$ cat config.mk
export PLATFORM = sky130hd
export DESIGN_NAME = vx_csr_req_unit_flat
export DESIGN_NICKNAME = d
export VERILOG_FILES = /design/src/rtl/vx_csr_req_unit_if.sv /design/src/rtl/vx_csr_req_unit.sv /design/src/flat_wrapper.sv
export SDC_FILE = /design/constraint.sdc
export NUM_CORES = 1
export LEC_CHECK = 0
export BUFFER_PORTS_ARGS = -buffer_cell sky130_fd_sc_hd__buf_2
export CAP_MARGIN = 20
export CORE_AREA = 2 2 144 146
export DETAILED_ROUTE_END_ITERATION = 10
export DIE_AREA = 0 0 146 148
export GPL_TIMING_DRIVEN = 0
export PLACE_DENSITY = 0.67
export SLEW_MARGIN = 15
export SYNTH_ARGS = -nofsm -noshare
export SYNTH_HDL_FRONTEND = slang
export SYNTH_SLANG_ARGS = --single-unit
$ cat constraint.sdc
create_clock -name clk -period 1.97 [get_ports clk]
set_clock_uncertainty 0.2 [all_clocks]
set_input_delay 0.394 -clock clk [delete_from_list [all_inputs] [get_ports clk]]
set_output_delay 0.394 -clock clk [all_outputs]
set_load 0.05 [all_outputs]
$ cat src/rtl/vx_csr_req_unit_if.sv
// CSR request unit bundle: issue-side request, CSR data block read/write strobes,
// and commit-side response. master = the request unit, slave = its surroundings.
`ifndef UUID_BITS
`define UUID_BITS 44
`endif
`ifndef NW_BITS
`define NW_BITS 2
`endif
`ifndef CSR_ADDR_BITS
`define CSR_ADDR_BITS 12
`endif
`ifndef NR_BITS
`define NR_BITS 5
`endif

interface vx_csr_req_unit_if #(
  parameter int CSR_OPS_BITS = 2
);
  logic                      req_valid;
  logic                      req_ready;
  logic [`UUID_BITS-1:0]     req_uuid;
  logic [`NW_BITS-1:0]       req_wid;
  logic [`CSR_ADDR_BITS-1:0] req_addr;
  logic [CSR_OPS_BITS-1:0]   req_op;
  logic [31:0]               req_src;
  logic                      req_src_zero;
  logic [`NR_BITS-1:0]       req_rd;
  logic                      req_wb;

  logic                      read_enable;
  logic [`UUID_BITS-1:0]     read_uuid;
  logic [`CSR_ADDR_BITS-1:0] read_addr;
  logic [`NW_BITS-1:0]       read_wid;
  logic [31:0]               read_data;

  logic                      write_enable;
  logic [`UUID_BITS-1:0]     write_uuid;
  logic [`CSR_ADDR_BITS-1:0] write_addr;
  logic [`NW_BITS-1:0]       write_wid;
  logic [31:0]               write_data;

  logic                      rsp_valid;
  logic                      rsp_ready;
  logic [`UUID_BITS-1:0]     rsp_uuid;
  logic [`NW_BITS-1:0]       rsp_wid;
  logic [`NR_BITS-1:0]       rsp_rd;
  logic                      rsp_wb;
  logic [31:0]               rsp_data;
  logic                      busy;

  modport master (
    input  req_valid, req_uuid, req_wid, req_addr, req_op, req_src, req_src_zero, req_rd, req_wb,
    output req_ready,
    output read_enable, read_uuid, read_addr, read_wid,
    input  read_data,
    output write_enable, write_uuid, write_addr, write_wid, write_data,
    output rsp_valid, rsp_uuid, rsp_wid, rsp_rd, rsp_wb, rsp_data,
    input  rsp_ready,
    output busy
  );

  modport slave (
    output req_valid, req_uuid, req_wid, req_addr, req_op, req_src, req_src_zero, req_rd, req_wb,
    input  req_ready,
    input  read_enable, read_uuid, read_addr, read_wid,
    output read_data,
    input  write_enable, write_uuid, write_addr, write_wid, write_data,
    input  rsp_valid, rsp_uuid, rsp_wid, rsp_rd, rsp_wb, rsp_data,
    output rsp_ready,
    input  busy
  );
endinterface

$ cat src/rtl/vx_csr_req_unit.sv
// CSR read-modify-write initiator: combinational read in S0, one write and the
// old-value response from the single S1 entry, with same-address forwarding.
`ifndef UUID_BITS
`define UUID_BITS 44
`endif
`ifndef NW_BITS
`define NW_BITS 2
`endif
`ifndef CSR_ADDR_BITS
`define CSR_ADDR_BITS 12
`endif
`ifndef NR_BITS
`define NR_BITS 5
`endif

module vx_csr_req_unit #(
  parameter int CORE_ID      = 0,
  parameter int CSR_OPS_BITS = 2
) (
  input  logic              clk,
  input  logic              reset,
  vx_csr_req_unit_if.master csr
);
  localparam logic [CSR_OPS_BITS-1:0] OP_RW  = CSR_OPS_BITS'(0);
  localparam logic [CSR_OPS_BITS-1:0] OP_RS  = CSR_OPS_BITS'(1);
  localparam logic [CSR_OPS_BITS-1:0] OP_RC  = CSR_OPS_BITS'(2);
  localparam logic [CSR_OPS_BITS-1:0] OP_ILL = CSR_OPS_BITS'(3);

  typedef struct packed {
    logic [31:0]               old_val;
    logic [31:0]               new_val;
    logic                      wr;
    logic [`CSR_ADDR_BITS-1:0] addr;
    logic [`NW_BITS-1:0]       wid;
    logic [`UUID_BITS-1:0]     uuid;
    logic [`NR_BITS-1:0]       rd;
    logic                      wb;
  } s1_t;

  s1_t         s0, s1_q;
  logic        s1_valid, s1_written;
  logic        accept, bypass;
  logic [31:0] old_val;

  assign csr.req_ready   = ~s1_valid | (csr.rsp_ready & s1_valid);
  assign accept          = csr.req_valid & csr.req_ready;

  assign csr.read_enable = accept;
  assign csr.read_uuid   = csr.req_uuid;
  assign csr.read_addr   = csr.req_addr;
  assign csr.read_wid    = csr.req_wid;

  // The CSR block only sees S1's write at the closing edge of this cycle, so a
  // matching request accepted now must take the pending value instead.
  assign bypass  = s1_valid & s1_q.wr & ~s1_written
                 & (s1_q.addr == csr.req_addr) & (s1_q.wid == csr.req_wid);
  assign old_val = bypass ? s1_q.new_val : csr.read_data;

  always_comb begin
    s0         = '0;
    s0.old_val = old_val;
    s0.addr    = csr.req_addr;
    s0.wid     = csr.req_wid;
    s0.uuid    = csr.req_uuid;
    s0.rd      = csr.req_rd;
    s0.wb      = csr.req_wb;
    s0.wr      = (csr.req_op == OP_RW) | ~csr.req_src_zero;
    case (csr.req_op)
      OP_RW:   s0.new_val = csr.req_src;
      OP_RS:   s0.new_val = old_val | csr.req_src;
      OP_RC:   s0.new_val = old_val & ~csr.req_src;
      default: begin
        s0.new_val = old_val | csr.req_src;
        s0.wr      = 1'b0;
      end
    endcase
  end

  always_ff @(posedge clk or negedge reset) begin
    if (!reset) begin
      s1_valid   <= 1'b0;
      s1_written <= 1'b0;
      s1_q       <= '0;
    end else if (accept) begin
      s1_valid   <= 1'b1;
      s1_written <= 1'b0;
      s1_q       <= s0;
    end else begin
      if (csr.rsp_ready & s1_valid) s1_valid <= 1'b0;
      // Keeps the write to one pulse while the response is held back.
      if (s1_valid) s1_written <= 1'b1;
    end
  end

  assign csr.write_enable = s1_valid & s1_q.wr & ~s1_written;
  assign csr.write_uuid   = s1_q.uuid;
  assign csr.write_addr   = s1_q.addr;
  assign csr.write_wid    = s1_q.wid;
  assign csr.write_data   = s1_q.new_val;

  assign csr.rsp_valid = s1_valid;
  assign csr.rsp_uuid  = s1_q.uuid;
  assign csr.rsp_wid   = s1_q.wid;
  assign csr.rsp_rd    = s1_q.rd;
  assign csr.rsp_wb    = s1_q.wb;
  assign csr.rsp_data  = s1_q.old_val;
  assign csr.busy      = s1_valid;

  a_legal_op: assert property (@(posedge clk) disable iff (!reset)
    accept |-> (csr.req_op != OP_ILL))
    else $error("core%0d: reserved CSR op accepted", CORE_ID);
endmodule

$ cat src/flat_wrapper.sv
// flat-port wrapper written by rule: the top's interface ports become plain ports
module vx_csr_req_unit_flat 
#(
  parameter int CORE_ID      = 0,
  parameter int CSR_OPS_BITS = 2
)
  (clk, reset, csr_req_valid, csr_req_uuid, csr_req_wid, csr_req_addr, csr_req_op, csr_req_src, csr_req_src_zero, csr_req_rd, csr_req_wb, csr_req_ready, csr_read_enable, csr_read_uuid, csr_read_addr, csr_read_wid, csr_read_data, csr_write_enable, csr_write_uuid, csr_write_addr, csr_write_wid, csr_write_data, csr_rsp_valid, csr_rsp_uuid, csr_rsp_wid, csr_rsp_rd, csr_rsp_wb, csr_rsp_data, csr_rsp_ready, csr_busy);
  vx_csr_req_unit_if #(.CSR_OPS_BITS(CSR_OPS_BITS)) csr_i ();
  input  logic clk;
  input  logic reset;
  input wire logic [$bits(csr_i.req_valid)-1:0] csr_req_valid;
  input wire logic [$bits(csr_i.req_uuid)-1:0] csr_req_uuid;
  input wire logic [$bits(csr_i.req_wid)-1:0] csr_req_wid;
  input wire logic [$bits(csr_i.req_addr)-1:0] csr_req_addr;
  input wire logic [$bits(csr_i.req_op)-1:0] csr_req_op;
  input wire logic [$bits(csr_i.req_src)-1:0] csr_req_src;
  input wire logic [$bits(csr_i.req_src_zero)-1:0] csr_req_src_zero;
  input wire logic [$bits(csr_i.req_rd)-1:0] csr_req_rd;
  input wire logic [$bits(csr_i.req_wb)-1:0] csr_req_wb;
  output wire logic [$bits(csr_i.req_ready)-1:0] csr_req_ready;
  output wire logic [$bits(csr_i.read_enable)-1:0] csr_read_enable;
  output wire logic [$bits(csr_i.read_uuid)-1:0] csr_read_uuid;
  output wire logic [$bits(csr_i.read_addr)-1:0] csr_read_addr;
  output wire logic [$bits(csr_i.read_wid)-1:0] csr_read_wid;
  input wire logic [$bits(csr_i.read_data)-1:0] csr_read_data;
  output wire logic [$bits(csr_i.write_enable)-1:0] csr_write_enable;
  output wire logic [$bits(csr_i.write_uuid)-1:0] csr_write_uuid;
  output wire logic [$bits(csr_i.write_addr)-1:0] csr_write_addr;
  output wire logic [$bits(csr_i.write_wid)-1:0] csr_write_wid;
  output wire logic [$bits(csr_i.write_data)-1:0] csr_write_data;
  output wire logic [$bits(csr_i.rsp_valid)-1:0] csr_rsp_valid;
  output wire logic [$bits(csr_i.rsp_uuid)-1:0] csr_rsp_uuid;
  output wire logic [$bits(csr_i.rsp_wid)-1:0] csr_rsp_wid;
  output wire logic [$bits(csr_i.rsp_rd)-1:0] csr_rsp_rd;
  output wire logic [$bits(csr_i.rsp_wb)-1:0] csr_rsp_wb;
  output wire logic [$bits(csr_i.rsp_data)-1:0] csr_rsp_data;
  input wire logic [$bits(csr_i.rsp_ready)-1:0] csr_rsp_ready;
  output wire logic [$bits(csr_i.busy)-1:0] csr_busy;
  assign csr_i.req_valid = csr_req_valid;
  assign csr_i.req_uuid = csr_req_uuid;
  assign csr_i.req_wid = csr_req_wid;
  assign csr_i.req_addr = csr_req_addr;
  assign csr_i.req_op = csr_req_op;
  assign csr_i.req_src = csr_req_src;
  assign csr_i.req_src_zero = csr_req_src_zero;
  assign csr_i.req_rd = csr_req_rd;
  assign csr_i.req_wb = csr_req_wb;
  assign csr_req_ready = csr_i.req_ready;
  assign csr_read_enable = csr_i.read_enable;
  assign csr_read_uuid = csr_i.read_uuid;
  assign csr_read_addr = csr_i.read_addr;
  assign csr_read_wid = csr_i.read_wid;
  assign csr_i.read_data = csr_read_data;
  assign csr_write_enable = csr_i.write_enable;
  assign csr_write_uuid = csr_i.write_uuid;
  assign csr_write_addr = csr_i.write_addr;
  assign csr_write_wid = csr_i.write_wid;
  assign csr_write_data = csr_i.write_data;
  assign csr_rsp_valid = csr_i.rsp_valid;
  assign csr_rsp_uuid = csr_i.rsp_uuid;
  assign csr_rsp_wid = csr_i.rsp_wid;
  assign csr_rsp_rd = csr_i.rsp_rd;
  assign csr_rsp_wb = csr_i.rsp_wb;
  assign csr_rsp_data = csr_i.rsp_data;
  assign csr_i.rsp_ready = csr_rsp_ready;
  assign csr_busy = csr_i.busy;
  vx_csr_req_unit #(.CORE_ID(CORE_ID), .CSR_OPS_BITS(CSR_OPS_BITS)) u_core (.clk(clk), .reset(reset), .csr(csr_i));
endmodule
Yosys cells after proc, flatten, opt, wreduce, memory -nomap -nowiden --
Cells that the tools add are included.
Word-level totals: input port bits 135, output and inout port bits 237, bits in read-only memories 0, memories kept 0, register bits after elaboration 131, latch bits 0, logic and storage cells 39, bits in writable memories 0
Cells by class: $lt $le $gt $ge 0, bitwise gates (word level) 14, shifts and indexed selects 0, add/subtract/negate cells 0, equality and inequality tests 4, multipliers 0, divide/modulo/power cells 0, multiplexer cells 7, reductions and logical operators 4
Operator list (count):
- 32-bit case mux with 2 select lines | 1
- 32-bit bitwise AND | 1
- 32-bit 2-to-1 mux | 1
- 32-bit NOT | 1
- 32-bit bitwise OR | 1
- 12-bit equality test | 1
- 1-bit bitwise AND | 6
- 1-bit 2-to-1 mux | 5
- 2-bit nonzero test | 2
- 1-bit NOT | 3
- 3-bit OR reduction | 1
- 2-bit by 1-bit equality test with 1-bit output (second input constant) | 1
- 2-bit equality test | 1
- 2-bit equality test (second input constant) | 1
- 2-bit logical NOT | 1
- 1-bit bitwise OR | 2

Logic depth before layout (Yosys ltp) --
depth after elaboration 7, mapped depth 7, depth with buffers taken out 5

Least setup slack after synthesis --
OpenSTA, ideal clock, no wires.
path kind register to output, start point reg u_core.s1_valid, in the netlist u_core.csr.busy, end point out csr_read_enable, stages on the path, launching flop included 5, data arrival time 2011 ps, data required time 1376 ps, slack -635 ps, buffers on the path 1, path through dfrtp_1 -> nand2b_1 -> nand2_1 -> inv_2 -> clkbuf_1
On the way: word-level cells in the longest chain between the ends 3, elaborated cells on any way between the ends 4, classes of those cells 4 x bitwise
RTL lines:
- from (decl) | line vx_csr_req_unit.sv:41 | logic s1_valid, s1_written;
- from (signal assigned) | line vx_csr_req_unit.sv:81 | s1_valid <= 1'b0;
- from (signal assigned) | line vx_csr_req_unit.sv:85 | s1_valid <= 1'b1;
- from (signal assigned) | line vx_csr_req_unit.sv:89 | if (csr.rsp_ready & s1_valid) s1_valid <= 1'b0;
- 1-bit bitwise AND / 1-bit NOT (equally long branches) | line vx_csr_req_unit.sv:45 | assign csr.req_ready = ~s1_valid | (csr.rsp_ready & s1_valid);
- 1-bit bitwise OR (*) | line vx_csr_req_unit.sv:45
- net csr_req_ready | line flat_wrapper.sv:20 | output wire logic [$bits(csr_i.req_ready)-1:0] csr_req_ready;
- 1-bit bitwise AND (*) | line vx_csr_req_unit.sv:46 | assign accept = csr.req_valid & csr.req_ready;
- to (decl) | line flat_wrapper.sv:21 | output wire logic [$bits(csr_i.read_enable)-1:0] csr_read_enable;
The timed path passes the listed nets; every way through them passes the cells marked *.

Worst setup path after layout --
start point reg u_core.s1_q (netlist bit u_core.csr.write_addr[8]), end point reg u_core.s1_q (netlist bit u_core.csr.write_data[22])
On the way: word-level cells in the longest chain between the ends 6, elaborated cells on any way between the ends 7, classes of those cells 1 x eq/ne; 2 x mux; 4 x bitwise
RTL lines:
- from (decl) | line vx_csr_req_unit.sv:40 | s1_t s0, s1_q;
- from (signal assigned) | line vx_csr_req_unit.sv:83 | s1_q <= '0;
- from (signal assigned) | line vx_csr_req_unit.sv:87 | s1_q <= s0;
- 12-bit equality test (*) | line vx_csr_req_unit.sv:56 | & (s1_q.addr == csr.req_addr) & (s1_q.wid == csr.req_wid);
- 1-bit bitwise AND (*) (2 in a row) | line vx_csr_req_unit.sv:56
- 32-bit 2-to-1 mux (*) | line vx_csr_req_unit.sv:57 | assign old_val = bypass ? s1_q.new_val : csr.read_data;
- 32-bit bitwise OR / 32-bit bitwise AND (equally long branches) | line vx_csr_req_unit.sv:70, vx_csr_req_unit.sv:73, vx_csr_req_unit.sv:71
- 32-bit case mux with 2 select lines (*) | line vx_csr_req_unit.sv:68 | case (csr.req_op)
Every way passes the cells marked *; elsewhere a longest branch is shown, timed or not. A chain may end at the register's enable or synchronous reset.

==> flow_metrics.py <==
metrics = {
    "cells_and_area": {
        "fin_nets": 1440,
        "fillers": 1792,
        "fin_util_pct": 57.0,
        "multi_input_area_um2": 2280,
        "finalInstanceArea_um2": 11400,
        "area_growth_pct": 56.0,
        "regArea_um2": 3280,
        "stdcell_count": 1588,
        "drive_above_1_share_pct": 52.6,
    },
    "synthesis": {
        "synth_area_leader_cell": "dfrtp_1",
        "syn_area_per_cell_um2": 8.92,
        "yosys_warnings": 0,
        "synth_most_common_cell": "nand2_1",
        "yosysUniqueCellTypes": 23,
        "syn_nets": 956,
        "synth_edf_count": 0,
        "synth_cells": 821,
        "synth_top_area_share_pct": 44.7,
        "ys_dominant_reg_cell": "dfrtp_1",
        "synth_seq_cells": 131,
        "synthTopCellsByArea": "dfrtp_1, buf_4, nand2_1, mux2i_1, o311ai_1",
        "ys_async_sr_fraction_pct": 100,
        "ys_top_cells_by_count": "nand2_1, buf_4, dfrtp_1",
        "yosysSeqAreaShare_pct": 44.7,
        "netlist_area_um2": 7330,
    },
    "routing": {
        "wl_mm": 23.8,
        "viasPerCell": 4.39,
        "drc": 0,
        "antenna_left": 0,
        "first_iter_violations": 193,
        "vias": 6978,
        "wire_per_inst_um": 15.0,
        "firstDrtPassIters": 4,
    },
    "timing": {
        "worst_pin_slew_ps": 589,
        "drv_slew": 0,
        "fin_crit_ps": 2120,
        "fmax_mhz": 472,
        "worst_hold_slack_ps": 21.5,
        "worst_slack_ps": -149,
        "finalHoldViolations": 0,
        "fin_crit_sh_pct": 108,
        "max-slew-margin-rel_pct": 60.7,
        "setup_viol": 60,
        "rsz0062_at_grt": "true",
    },
    "min_path": {
        "min_from": "csr_req_src[4]",
        "hold_depth": 2,
        "hp-class": "in2reg",
        "min_to": "u_core.csr.write_data[4]$_DFFE_PN0P_",
    },
    "cts": {
        "cts_inserted_buffers": 17,
        "cts_tree": "yes",
        "cts_sinks": 131,
        "cts-root-buf": "clkbuf_16",
        "cts.clk_slew.worst_paths_ps": 60,
        "cts_max_path_buffers": 2,
        "clk_latency_ps": 410,
        "h-tree-depth": 4,
    },
    "global_routing": {
        "grt_max_degree": 69,
        "grt_util_met1_pct": 24.1,
        "grt_pass1_vias": 6780,
        "grt_use_met2_pct": 37.8,
        "grt_pass1_wl_mm": 35.9,
        "busiest_layer": "met2",
        "grt.overflow.total": 0,
        "antenna_found_initial": 1,
        "grt.total_usage_pct": 21.1,
        "use_met3_pct": 6.60,
    },
    "critical_path": {
        "crit_path_end_kind": "flop",
        "cp_top_family": "simple AND/OR/NAND/NOR gates",
        "path_buf_inv": 2,
        "critPathMaxStageDelay_ps": 390,
        "r2r-end": "u_core.csr.write_data[22]$_DFFE_PN0P_",
        "startpoint_type": "flop",
        "ff2ff_setup_slack_ps": -150,
        "reg2regPathDepth": 7,
        "cp_max_fo": 10,
        "arrival_ps": 2230,
        "r2r-start": "u_core.csr.write_addr[8]$_DFFE_PN0P_",
        "worstPathRequired_ps": 2080,
        "cp_cell_sequence": "xor2_1, nor4_2, nand4_1, buf_6, buf_12, mux2i_1, o311ai_1",
        "cp_slowest_cell": "dfrtp_1",
        "critPathKind": "reg2reg",
    },
    "power_and_ir_drop": {
        "power_density_nw_per_um2": 991,
        "power.total_mw": 11.3,
        "leakage_nw": 6.33,
        "ir_worst_vdd_uv": 579,
    },
    "placement": {
        "gp_congestion": 0.810,
        "place_inst": 1463,
        "placed_area_um2": 9570,
        "dp.final_hpwl_mm": 17.0,
        "place.port_buffers": 371,
    },
    "die": {
        "die_y_um": 148,
        "start_util_pct": 36.6,
        "core-area_um2": 20000,
        "num_rows": 52,
        "die_area_um2": 21600,
        "ioPinCount": 372,
        "die_w_um": 146,
    },
    "job": {
        "max-cap-violations": 0,
    },
    "outcome": {
        "outcome": "complete, but fails checks",
        "failed_checks": "setup timing",
    },
}
## kinds of logic (layout without fill, tap and decap cells)
kind of cell / after synthesis / in the layout / share of synthesized area, %
AND/OR/NAND/NOR: 303 / 303 / 16.4
buffers and inverters: 272 / 768 / 26.4
flip-flops: 131 / 131 / 44.7
AO/OA/AOI/OAI: 67 / 67 / 6.20
multiplexers: 32 / 32 / 4.37
XOR/XNOR: 15 / 15 / 1.79
adder cells (fa/ha/maj): 1 / 1 / 0.137
other: 0 / 1 / 0
## metrics by stage
stage          worst slack [ps]  TNS (ps)
2_1_floorplan              60.7         0
3_3_place_gp              -1860   -244620
3_5_place_dp               -521    -35290
4_1_cts                    -188     -4980
5_1_grt                    -226     -9440
6_report                   -149     -3580
## what timing repair did
item	in CTS	in global routing
buffers inserted	10	7
resized for setup	42	67
hold buffers	78	0
setup endpoints to repair	127	107
hold endpoints to repair	140	0
pin swaps	6	3
## placed cells by master, fill, tap and decap left out, types with 3 or more instances in the layout
master and n:
mux2i_4 6, clkinv_4 3, mux2i_1 13, clkinvlp_4 3, o311ai_1 30, clkbuf_2 4, clkbuf_16 18, nor3_1 3
clkbuf_1 21, buf_6 16, dlygate4sd3_1 78, nor2_1 4, bufinv_16 4, buf_2 351, nand3_1 31, nand2_1 256
o21ai_1 33, dfrtp_1 130, mux2i_2 13, buf_4 257, xor2_1 15
## where the power goes
group / switching, mW / total, mW / internal [mW] / leakage (nW)
combinational: 2.98 / 4.52 / 1.54 / 4.43
sequential: 0.304 / 3.37 / 3.06 / 1.60
clock: 1.25 / 3.44 / 2.19 / 0.299
## registers in the layout (all words and copies together) (netlist names)
register               flops
u_core.csr.rsp_uuid       44
u_core.csr.rsp_data       32
u_core.csr.write_data     32
u_core.csr.write_addr     12
u_core.csr.rsp_rd          5
u_core.csr.rsp_wid         2
u_core.csr.busy            1
u_core.csr.rsp_wb          1
u_core.s1_q                1
u_core.s1_written          1
## area by class of cell
| type | count | share of cell area (%) |
|---|---|---|
| antenna | 1 | 0.0219 |
| buffer | 269 | 17.1 |
| clock buffer | 20 | 4.00 |
| clock inverter | 11 | 1.55 |
| inverter | 2 | 0.0876 |
| multi-input combinational | 418 | 19.9 |
| sequential | 131 | 28.7 |
| tap | 270 | 2.96 |
| timing repair buffer | 466 | 25.6 |
## layer usage
layer / up-vias / part of all wire [%]
met5: - / 0
met3: 21 / 8.2
met4: 0 / 1.4
li1: 3407 / -
met1: 3276 / 38
met2: 274 / 52
## worst max-delay path by stage
| stage | from | endpoint | slack, ps | cells after the start |
|---|---|---|---|---|
| after global routing | u_core.csr.rsp_wid[0]$_DFFE_PN0P_ | u_core.csr.write_data[9]$_DFFE_PN0P_ | -230 | 7 |
| after global placement | reset | u_core.csr.busy$_DFFE_PN0P_ | -1860 | 1 |
| after CTS | u_core.csr.rsp_wid[0]$_DFFE_PN0P_ | u_core.csr.write_data[20]$_DFFE_PN0P_ | -190 | 7 |
| after detailed placement | csr_rsp_ready | u_core.csr.rsp_rd[3]$_DFFE_PN0P_ | -520 | 8 |
| after floorplan | u_core.csr.busy$_DFFE_PN0P_ | u_core.csr.rsp_uuid[10]$_DFFE_PN0P_ | 60 | 7 |
| final | u_core.csr.write_addr[8]$_DFFE_PN0P_ | u_core.csr.write_data[22]$_DFFE_PN0P_ | -150 | 7 |
(Power assumes the default switching activity.)
